## config.mk

```make
export PLATFORM = sky130hd
export DESIGN_NAME = shiftin_165
export DESIGN_NICKNAME = d
export VERILOG_FILES = /design/src/rtl/shiftreg_pkg.sv /design/src/rtl/sync_2ff.sv /design/src/rtl/shiftin_165.sv
export SDC_FILE = /design/constraint.sdc
export NUM_CORES = 1
export LEC_CHECK = 0
export ABC_AREA = 1
export BUFFER_PORTS_ARGS = -buffer_cell sky130_fd_sc_hd__buf_2
export CORE_MARGIN = 5
export CORE_UTILIZATION = 50
export CTS_CLUSTER_SIZE = 14
export DETAILED_ROUTE_END_ITERATION = 16
export GPL_TIMING_DRIVEN = 1
export PLACE_DENSITY = 0.7
export SETUP_SLACK_MARGIN = 0.15
export SLEW_MARGIN = 20
export SYNTH_ARGS = -nofsm -noshare
export SYNTH_HDL_FRONTEND = slang
export SYNTH_SLANG_ARGS = --single-unit
```

## constraint.sdc

```tcl
create_clock -name clk_i -period 3 [get_ports clk_i]
set_input_delay 0.15 -clock clk_i [delete_from_list [all_inputs] [get_ports clk_i]]
set_output_delay 0.15 -clock clk_i [all_outputs]
set_load 0.02 [all_outputs]
```

## src/rtl/shiftreg_pkg.sv

```systemverilog
// shiftreg_pkg: state encoding and defaults shared by the '165 reader and '595 driver.
package shiftreg_pkg;

    localparam int DEFAULT_WIDTH   = 16;
    localparam int DEFAULT_CLK_DIV = 4;

    typedef enum logic [2:0] {
        IDLE     = 3'd0,
        LOAD     = 3'd1,
        SETTLE   = 3'd2,
        SHIFT_HI = 3'd3,
        SHIFT_LO = 3'd4,
        DONE     = 3'd5
    } state_t;

endpackage

```

## src/rtl/sync_2ff.sv

```systemverilog
// sync_2ff: two-flop synchroniser for a single asynchronous input.
module sync_2ff (
    input  logic clk,
    input  logic rst,
    input  logic d,
    output logic q
);

    logic meta;

    always_ff @(posedge clk or posedge rst)
        if (rst) {q, meta} <= 2'b00;
        else     {q, meta} <= {meta, d};

endmodule

```

## src/rtl/shiftin_165.sv

```systemverilog
// shiftin_165: reads a (chained) 74HC165 register: pulse /PL, then clock WIDTH bits in MSB first.
module shiftin_165
    import shiftreg_pkg::*;
#(
    parameter int WIDTH   = DEFAULT_WIDTH,
    parameter int CLK_DIV = DEFAULT_CLK_DIV
) (
    input  logic             clk_i,
    input  logic             reset_i,
    input  logic             start_i,
    input  logic             serial_i,
    output logic             sclk_o,
    output logic             pload_no,
    output logic [WIDTH-1:0] data_o,
    output logic             data_valid_o,
    output logic             busy_o
);

    localparam int BW = $clog2(WIDTH + 1);
    localparam int DW = $clog2(CLK_DIV);

    state_t           state, state_n;
    logic [DW-1:0]    div_cnt;
    logic [BW-1:0]    bit_cnt, bit_cnt_inc;
    logic [WIDTH-1:0] shift_reg, shift_nxt;
    logic             serial_sync, start_armed, start_edge, phase_end, sample;

    sync_2ff u_sync (
        .clk (clk_i),
        .rst (reset_i),
        .d   (serial_i),
        .q   (serial_sync)
    );

    // Armed only after start_i has been seen low, so a level held through reset cannot start a frame.
    assign start_edge  = start_i & start_armed;
    assign phase_end   = div_cnt == DW'(CLK_DIV - 1);
    assign sample      = phase_end && (state == SETTLE || state == SHIFT_LO);
    assign bit_cnt_inc = bit_cnt + 1'b1;
    assign shift_nxt   = {shift_reg[WIDTH-2:0], serial_sync};

    always_comb begin
        state_n = state;
        case (state)
            IDLE:     if (start_edge) state_n = LOAD;
            LOAD:     if (phase_end) state_n = SETTLE;
            SETTLE:   if (phase_end) state_n = SHIFT_HI;
            SHIFT_HI: if (phase_end) state_n = SHIFT_LO;
            SHIFT_LO: if (phase_end) state_n = (bit_cnt_inc == BW'(WIDTH)) ? DONE : SHIFT_HI;
            DONE:     state_n = IDLE;
            default:  state_n = IDLE;
        endcase
    end

    // Outputs are registered from the next state so the board-level pins never glitch.
    always_ff @(posedge clk_i or posedge reset_i)
        if (reset_i) begin
            state        <= IDLE;
            start_armed  <= 1'b0;
            div_cnt      <= '0;
            bit_cnt      <= '0;
            shift_reg    <= '0;
            data_o       <= '0;
            data_valid_o <= 1'b0;
            busy_o       <= 1'b0;
            sclk_o       <= 1'b0;
            pload_no     <= 1'b1;
        end else begin
            state        <= state_n;
            start_armed  <= ~start_i;
            div_cnt      <= (state inside {IDLE, DONE} || phase_end) ? '0 : div_cnt + 1'b1;
            bit_cnt      <= (state == IDLE) ? '0 : sample ? bit_cnt_inc : bit_cnt;
            if (sample) shift_reg <= shift_nxt;
            if (state_n == DONE) data_o <= shift_nxt;
            data_valid_o <= state_n == DONE;
            busy_o       <= state_n != IDLE;
            sclk_o       <= state_n == SHIFT_HI;
            pload_no     <= state_n != LOAD;
        end

endmodule

```

==> impl_metrics.env, run 1 <==
export IMPL_synth_top_family_by_area="simple AND/OR/NAND/NOR gates"
export IMPL_min_period_ns=1.87
export IMPL_gp_congestion=0.762
export IMPL_syn_area_um2=2040
export IMPL_coreArea_um2=3970
export IMPL_clk_pin_slew_ns=0.09
export IMPL_dieHeight_um=73.8
export IMPL_cts_resized=0
export IMPL_hpwl_um=2300
export IMPL_drt_iter0_markers=102
export IMPL_slowest_stage="a21oi_4"
export IMPL_largest_reg_flops=16
export IMPL_antenna_found_initial=0
export IMPL_grt_overflow_total=0
export IMPL_ys_ff_latch=48
export IMPL_utilization_pct=57.4
export IMPL_port_buffers=23
export IMPL_cts_setup_buffers=0
export IMPL_hp_class="in2async"
export IMPL_fin_worst_skew_ns=0.00952
export IMPL_htreeDepth=2
export IMPL_status="finished with violations"
export IMPL_slowest_delay_ns=0.50
export IMPL_synth_simple_gate_area_share_pct=24.6
export IMPL_yosysUniqueCellTypes=22
export IMPL_synthAdderAreaFrac_pct=1.23
export IMPL_fmax_ghz=0.534
export IMPL_synthMuxAreaShare_pct=0
export IMPL_worst_path_buf_inv=0
export IMPL_relSlewSlack_pct=46.8
export IMPL_start_util_pct=51.3
export IMPL_via_per_inst=4.90
export IMPL_fp_dieW_um=73.8
export IMPL_ant_nets=0
export IMPL_synth_warning_count=0
export IMPL_cts_hold_buffers=2
export IMPL_synth_xor_area_share_pct=0.430
export IMPL_worst_setup_path_end_kind="flop"
export IMPL_ios=24
export IMPL_layout_cells_non_filler=294
export IMPL_r2r_slack_ns=1.13
export IMPL_worst_slew_pin_slew_ns=0.797
export IMPL_dieArea_um2=5450
export IMPL_drv_slew=0
export IMPL_fin_hold_ws_ns=-0.0395
export IMPL_path_class="reg2reg"
export IMPL_fin_crit_sh_pct=62.4
export IMPL_synth_nets=225
export IMPL_syn_avg_cell_area_um2=9.30
export IMPL_final_cell_area_um2=2280
export IMPL_synth_edf_count=0
export IMPL_cts_root_buf="clkbuf_8"
export IMPL_power_density_nw_per_um2=705
export IMPL_row_count=23
export IMPL_crit_top_cell="nand2_1"
export IMPL_vias=1442
export IMPL_setup_tns_final_ns=0
export IMPL_violations="negative hold slack"
export IMPL_critPathRequiredTime_ns=3.19
export IMPL_final_hold_viol_count=47
export IMPL_finalNetCount=249
export IMPL_drv_cap=0
export IMPL_clockBufferDepth=2
export IMPL_ys_flop_type="dfrtp_1"
export IMPL_drive_gt1_share_pct=20.1
export IMPL_clkLatencyLatePin_ns=0.30
export IMPL_dp_cells=284
export IMPL_synthArstFlopShare_pct=100
export IMPL_synth_compound_area_share_pct=5.77
export IMPL_gr_usage_all_layers_pct=14.8
export IMPL_cts_buffers=5
export IMPL_irDropWorstVdd_v=0.000334
export IMPL_cts_sinks=48
export IMPL_crit_family="compound AO/OA/AOI/OAI gates"
export IMPL_firstDrtPassIters=4
export IMPL_setup_violations=0
export IMPL_ys_seq_area_share_pct=59.0
export IMPL_cellLeakagePower_nw=1.24
export IMPL_placed_area_um2=2140
export IMPL_path_cells="ha_1, xnor2_1, a21oi_4, nand2_4, nand2_1, nand2_1"
export IMPL_wl_per_cell_um=12.0
export IMPL_synth_cells=219
export IMPL_drc=0
export IMPL_cp_start_kind="flop"
export IMPL_grt_max_degree=49
export IMPL_cts_tree="done"
export IMPL_rsz0062_at_grt="false"
export IMPL_crit_fanout=20
export IMPL_grt_pass1_wl_um=6150
export IMPL_area_growth_pct=11.9
export IMPL_wl_um=3520
export IMPL_diodes=0
export IMPL_grt_pass1_vias=1439
export IMPL_cp_arrival_ns=2.06
-- cells in the final DEF (no fill, tap or decap) --
master         instances
nand2_1               66
dfrtp_1               47
nand3_1               26
buf_2                 23
inv_1                 20
o21ai_1               17
inv_2                  6
nor2_1                 6
nand4_1                5
clkbuf_8               5
nand2_2                4
nand2_4                2
ha_1                   2
clkinv_4               2
dlygate4sd3_1          2
nor2_4                 1
o21ai_0                1
a21oi_1                1
o22ai_1                1
nand3_2                1
xnor2_1                1
a21oi_4                1
clkinv_2               1
bufinv_16              1
buf_4                  1
dfstp_2                1
-- power by group --
group | switching [mW] | leakage, nW | internal, mW
Clock | 0.217 | 0.0583 | 0.251
Sequential | 0.0503 | 0.651 | 0.715
Combinational | 0.267 | 0.530 | 0.106
Total | 0.534 | 1.24 | 1.07
-- per-layer routing --
metal	vias up	part of all wire [%]	GRT usage, %
met3	6	5.4	5.20
met4	0	1.4	6.44
met1	659	47	17.5
met5	-	0	0
li1	738	-	-
met2	39	46	24.1
-- per-stage QoR --
stage | power (mW) | setup WS, ns
after floorplan | 1.12 | 1.45
final | 1.61 | 1.13
after detailed placement | 1.16 | 1.12
after global placement | 1.14 | 1.16
after CTS | 1.63 | 1.10
after global routing | 1.70 | 0.945
-- kinds of logic (layout without fill, tap and decap cells) --
logic type | Yosys count | after routing
AND/OR/NAND/NOR | 111 | 111
buffers and inverters | 36 | 61
XOR/XNOR | 1 | 1
adder cells (fa/ha/maj) | 2 | 2
AO/OA/AOI/OAI | 21 | 21
flip-flops | 48 | 48
-- Yosys cell counts (2+ instances only) --
cell | instances | share of area, %
nand2_1 | 66 | 12
dfrtp_1 | 47 | 58
nand3_1 | 26 | 6.4
inv_1 | 21 | 3.9
o21ai_1 | 17 | 4.2
inv_2 | 6 | 1.1
nor2_1 | 6 | 1.1
buf_6 | 5 | 2.8
nand4_1 | 5 | 1.5
nand2_2 | 4 | 1.2
buf_2 | 2 | 0.49
buf_4 | 2 | 0.74
ha_1 | 2 | 1.2
nand2_4 | 2 | 1.1
-- worst register-to-register path, stage by stage, from the launching register on --
cell and delay [ns]:
dfrtp_1 0.39, ha_1 0.29, xnor2_1 0.20, a21oi_4 0.50
nand2_4 0.23, nand2_1 0.11, nand2_1 0.06
-- final timing paths --
kind	from	end	cells past startpoint
worst max-delay path	div_cnt[0]	data_o[15]	6
worst min-delay path	reset_i	data_o[8]	2
worst max register to register	div_cnt[0]	data_o[15]	6
worst min register to register	u_sync.meta	u_sync.q	0
max in group asynchronous	reset_i	bit_cnt[1]	2
min in group clk_i	u_sync.meta	u_sync.q	0
-- area by class of cell --
type | count | area [um2]
Clock inverter | 3 | 47.5
Timing Repair Buffer | 26 | 143
Clock buffer | 5 | 68.8
Inverter | 27 | 103
Sequential cell | 48 | 1200
Tap cell | 50 | 62.6
Multi-Input combinational cell | 135 | 652
Fill cell | 357 | 1690
No activity file was read; power rests on OpenSTA's default activity.
==> run 2, diff against run 1 <==
==> constraint.sdc (replaced) <==
create_clock -name clk_i -period 1.8 [get_ports clk_i]
set_input_delay 0.09 -clock clk_i [delete_from_list [all_inputs] [get_ports clk_i]]
set_output_delay 0.09 -clock clk_i [all_outputs]
set_load 0.02 [all_outputs]
==> run 2 against run 1 <==
Compared with the run above:
- the flow now finishes without violations
- clock power rose by 97%
- fmax increased by 21%
- critical endpoint is now data_o[14]
- register-to-register slack lost 0.88 ns
- non-clock buffer count grew 11
- sequential share of layout area fell by 3.6 points
- critical path type unchanged
- global-route usage is 1.1 points higher
- worst hold slack improved by 0.31 ns
- critical path depth rose by 5
- core utilization increased by 4.2 points
- sequential power is 69% higher
- power rose by 88%
- largest cell class unchanged
- highest routed layer unchanged
==> impl_metrics.env, run 2 (synthesis gave the netlist of run 1 again) <==
export IMPL_drv_cap=0
export IMPL_start_util_pct=51.3
export IMPL_r2r_slack_ns=0.25
export IMPL_grt_pass1_wl_um=6600
export IMPL_worst_setup_path_end_kind="flop"
export IMPL_reg2reg_from="bit_cnt[0]"
export IMPL_via_per_inst=4.92
export IMPL_seq_area_um2=1200
export IMPL_r2r_end="data_o[14]"
export IMPL_grt_overflow_total=0
export IMPL_path_class="reg2reg"
export IMPL_status="finished, final reports clean"
export IMPL_rsz0062_at_grt="false"
export IMPL_final_hold_viol_count=0
export IMPL_grt_max_degree=22
export IMPL_clkLatencyLatePin_ns=0.30
export IMPL_row_count=23
export IMPL_rr_worst_depth=11
export IMPL_worst_slew_pin_slew_ns=0.348
export IMPL_worst_path_buf_inv=1
export IMPL_drv_slew=0
export IMPL_path_cells="ha_4, nand3_1, nand2_1, nand2_2, nand3_2, nand2_1, nand2_2, nand2_8, buf_4, nand3_1, nand2_1"
export IMPL_drive_gt1_share_pct=24.3
export IMPL_clk_pin_slew_ns=0.10
export IMPL_cts_sinks=48
export IMPL_setup_violations=0
export IMPL_fmax_ghz=0.644
export IMPL_relSlewSlack_pct=76.8
export IMPL_slowest_stage="dfrtp_1"
export IMPL_final_cell_mix="66 x nand2_1, 47 x dfrtp_1, 26 x nand3_1, 23 x buf_2, 20 x inv_1"
export IMPL_fp_dieW_um=73.8
export IMPL_crit_family="simple AND/OR/NAND/NOR gates"
export IMPL_finalNetCount=260
export IMPL_wl_per_cell_um=12.5
export IMPL_ant_nets=0
export IMPL_coreArea_um2=3970
export IMPL_wl_um=3820
export IMPL_gr_usage_all_layers_pct=15.8
export IMPL_largest_reg_flops=16
export IMPL_antenna_found_initial=0
export IMPL_nFillCells=328
export IMPL_fin_worst_skew_ns=0.0124
export IMPL_hpwl_um=2630
export IMPL_dieArea_um2=5450
export IMPL_fin_total_pwr_mw=3.02
export IMPL_port_buffers=23
export IMPL_cp_arrival_ns=1.75
export IMPL_setup_tns_final_ns=0
export IMPL_cp_start_kind="flop"
export IMPL_irDropWorstVdd_v=0.000440
export IMPL_critPathRequiredTime_ns=2.00
export IMPL_hp_class="in2async"
export IMPL_fin_hold_ws_ns=0.266
export IMPL_ios=24
export IMPL_area_growth_pct=20.0
export IMPL_cellLeakagePower_nw=1.30
export IMPL_cts_tree="done"
export IMPL_power_density_nw_per_um2=1240
export IMPL_gp_congestion=0.735
export IMPL_cts_buffers=5
export IMPL_firstDrtPassIters=5
export IMPL_min_period_ns=1.55
export IMPL_multiInputGateArea_um2=692
export IMPL_placed_area_um2=2190
export IMPL_drc=0
export IMPL_cts_root_buf="clkbuf_8"
export IMPL_final_common_cell="nand2_1"
export IMPL_fin_crit_sh_pct=86.3
export IMPL_grt_pass1_vias=1504
export IMPL_drt_iter0_markers=130
export IMPL_vias=1501
export IMPL_diodes=0
export IMPL_final_cell_area_um2=2440
export IMPL_utilization_pct=61.5
export IMPL_slowest_delay_ns=0.43
export IMPL_clockBufferDepth=2
export IMPL_htreeDepth=2
export IMPL_dieHeight_um=73.8
export IMPL_crit_fanout=7
export IMPL_crit_top_cell="nand2_1"
## run 2: final cells by class
class	instances	area share [%]
well taps	50	2.56
multi-input cells	135	28.3
clock inverters	3	2.82
flip-flops and latches	48	49.2
inverters	27	4.15
clock buffers	5	2.82
repair buffers	37	10.1
## run 2: report_power, final
group	internal (mW)	leakage [nW]	switching [mW]
Sequential	1.19	0.651	0.0942
Combinational	0.317	0.585	0.493
Clock	0.559	0.0687	0.364
Total	2.07	1.30	0.951
## run 2: per-stage QoR
| stage | setup slack [ns] | instances |
|---|---|---|
| after floorplan | 0.248 | 219 |
| after global placement | 0.221 | 290 |
| after detailed placement | 0.175 | 290 |
| after CTS | 0.152 | 301 |
| after global routing | 0.149 | 305 |
| final | 0.247 | 305 |
## run 2: worst min-delay path: stages
cell and delay (ns):
dlygate4sd3_1 0.53, buf_2 0.12, inv_2 0.24
## run 2: how the worst max path moves through the flow
stage | from | to | slack (ns) | cells after the start
floorplan | bit_cnt[0] | data_o[0] | 0.25 | 12
global placement | bit_cnt[0] | data_o[1] | 0.22 | 11
detailed placement | bit_cnt[0] | data_o[9] | 0.17 | 11
CTS | bit_cnt[0] | data_o[14] | 0.15 | 11
global route | state[1] | bit_cnt[4] | 0.15 | 8
finish | bit_cnt[0] | data_o[14] | 0.25 | 11
## run 2: repair_timing
item                                    in CTS  in global routing
hold buffers                                 3                  0
resized for setup                            1                  7
buffers inserted                             0                  4
pin swaps                                    0                  3
endpoints found under the setup margin       1                 17
endpoints found under the hold margin       16                  0
## run 2: per-layer routing
| layer | wire (um) | track usage (%) |
|---|---|---|
| met5 | 0 | 0 |
| met3 | 176 | 2.87 |
| met4 | 57 | 6.64 |
| met1 | 1650 | 19.5 |
| met2 | 1930 | 27.2 |
==> run 3, diff against run 2 <==
--- a/config.mk
+++ b/config.mk
@@ -7,6 +7,7 @@
 export LEC_CHECK = 0
 export ABC_AREA = 1
 export BUFFER_PORTS_ARGS = -buffer_cell sky130_fd_sc_hd__buf_2
+export CORE_ASPECT_RATIO = 0.9
 export CORE_MARGIN = 5
 export CORE_UTILIZATION = 50
 export CTS_CLUSTER_SIZE = 14
==> run 3 against run 2 <==
Compared with the run above:
- clock-buffer cell count up 2
- first-iteration DRC count down 6.9%
- via count down 2.5%
- register-to-register slack worse by 0.03 ns
- final area down 2.0%
- die area about the same
- worst hold slack better by 0.086 ns
- worst setup slack worse by 0.034 ns
- sequential power about the same
- combinational power up 2.5%
- critical path type unchanged
- largest power group unchanged
- highest routed layer unchanged
==> impl_metrics.env, run 3 (synthesis gave the netlist of run 1 again) <==
export IMPL_status="finished, final reports clean"
export IMPL_via_per_inst=4.85
export IMPL_drive_gt1_share_pct=23.2
export IMPL_multiInputGateArea_um2=676
export IMPL_fmax_ghz=0.630
export IMPL_ant_nets=0
export IMPL_wl_met1_um=1790
export IMPL_grt_pass1_wl_um=6290
export IMPL_drv_cap=0
export IMPL_rsz0062_at_grt="true"
export IMPL_fin_worst_skew_ns=0.00852
export IMPL_clkLatencyLatePin_ns=0.30
export IMPL_routed_top_layer="met4"
export IMPL_drt_iter0_markers=121
export IMPL_relSlewSlack_pct=61.2
export IMPL_internal_power_mw=1.94
export IMPL_vias=1464
export IMPL_dp_slack_ns=0.174
export IMPL_fin_hold_ws_ns=0.353
export IMPL_hp_class="reg2reg"
export IMPL_min_period_ns=1.59
export IMPL_htreeDepth=2
export IMPL_drv_slew=0
export IMPL_area_growth_pct=17.5
export IMPL_start_util_pct=50.7
export IMPL_clk_pin_slew_ns=0.08
export IMPL_cts_tree="done"
export IMPL_layout_cells_non_filler=302
export IMPL_fp_dieW_um=77.3
export IMPL_worst_setup_path_end_kind="flop"
export IMPL_power_density_nw_per_um2=1190
export IMPL_grt_pass1_vias=1402
export IMPL_dr_wl_met2_um=1600
export IMPL_clockBufferDepth=2
export IMPL_firstDrtPassIters=4
export IMPL_antenna_found_initial=0
export IMPL_critPathRequiredTime_ns=2.00
export IMPL_final_common_cell="nand2_1"
export IMPL_row_count=22
export IMPL_final_hold_viol_count=0
export IMPL_placed_area_um2=2180
export IMPL_setup_slack_ns=0.214
export IMPL_setup_tns_final_ns=0
export IMPL_dp_cells=288
export IMPL_wl_um=3630
export IMPL_final_cell_mix="65 x nand2_1, 46 x dfrtp_1, 26 x nand3_1, 23 x buf_2, 20 x inv_1"
export IMPL_irDropWorstVdd_v=0.000557
export IMPL_final_cell_area_um2=2390
export IMPL_coreArea_um2=4020
export IMPL_cts_sinks=48
export IMPL_cts_buffers=5
export IMPL_largest_reg_flops=16
export IMPL_pwr_share_clk_pct=26.4
export IMPL_crit_fanout=11
export IMPL_gr_usage_all_layers_pct=14.5
export IMPL_grt_max_degree=49
export IMPL_cts_root_buf="clkbuf_8"
export IMPL_worst_slew_pin_slew_ns=0.582
export IMPL_finalNetCount=259
export IMPL_seq_area_um2=1200
export IMPL_fin_total_pwr_mw=2.86
export IMPL_cellLeakagePower_nw=1.28
export IMPL_cp_arrival_ns=1.78
export IMPL_setup_violations=0
export IMPL_p_switching_mw=0.916
export IMPL_combPwrFrac_pct=29.0
export IMPL_gp_congestion=0.813
export IMPL_diodes=0
export IMPL_nFillCells=363
export IMPL_utilization_pct=59.6
export IMPL_wl_met3_um=175
export IMPL_dieHeight_um=70.6
export IMPL_port_buffers=23
export IMPL_grt_overflow_total=0
export IMPL_wl_per_cell_um=12.0
export IMPL_seq_power_share_pct=44.6
export IMPL_swShare_pct=32.0
export IMPL_path_class="reg2reg"
export IMPL_drc=0
export IMPL_cp_start_kind="flop"
export IMPL_hpwl_um=2370
export IMPL_dieArea_um2=5450
export IMPL_fin_crit_sh_pct=88.1
export IMPL_ios=24
-- run 3: area by class of cell --
type	instances	area share, %
clock buffer	7	3.19
timing repair buffer	36	10.2
clock inverter	1	1.25
inverter	27	4.34
sequential	48	50.3
multi-input combinational	135	28.2
tap	48	2.51
-- run 3: critical path, stage by stage, from the launching register on --
cell and delay (ns):
dfrtp_1 0.39, ha_1 0.27, xnor2_1 0.27, a21oi_4 0.13, buf_12 0.15, buf_6 0.13
nand3_1 0.09, nand2_1 0.06
-- run 3: power by group through the flow --
stage	clock, mW	sequential [mW]	combinational, mW
3_5_place_dp	0	1.29	0.674
5_1_grt	0.814	1.29	0.924
3_3_place_gp	0	1.29	0.668
4_1_cts	0.780	1.27	0.687
2_1_floorplan	0	1.32	0.552
6_report	0.754	1.27	0.830
-- run 3: per-layer routing --
| metal | GRT usage [%] | up-vias |
|---|---|---|
| met5 | 0 | - |
| met4 | 6.30 | 0 |
| met2 | 22.2 | 26 |
| met3 | 4.20 | 5 |
| li1 | - | 763 |
| met1 | 19.3 | 670 |
-- run 3: timing repair --
| item | in CTS | in global routing |
|---|---|---|
| endpoints found under the setup margin | 0 | 28 |
| setup buffers | 0 | 3 |
| endpoints found under the hold margin | 49 | 0 |
| gates resized for setup | 0 | 9 |
| hold buffers | 3 | 0 |
-- run 3: final timing paths --
| check | startpoint | depth (start not counted) | to | slack, ns |
|---|---|---|---|---|
| max in group asynchronous | reset_i | 4 | bit_cnt[0] | 0.90 |
| min reg2reg | u_sync.meta | 0 | u_sync.q | 0.35 |
| max reg2reg | div_cnt[0] | 7 | data_o[1] | 0.21 |
| min in group asynchronous | reset_i | 4 | data_valid_o | 0.48 |
| max | div_cnt[0] | 7 | data_o[1] | 0.21 |
| min | u_sync.meta | 0 | u_sync.q | 0.35 |
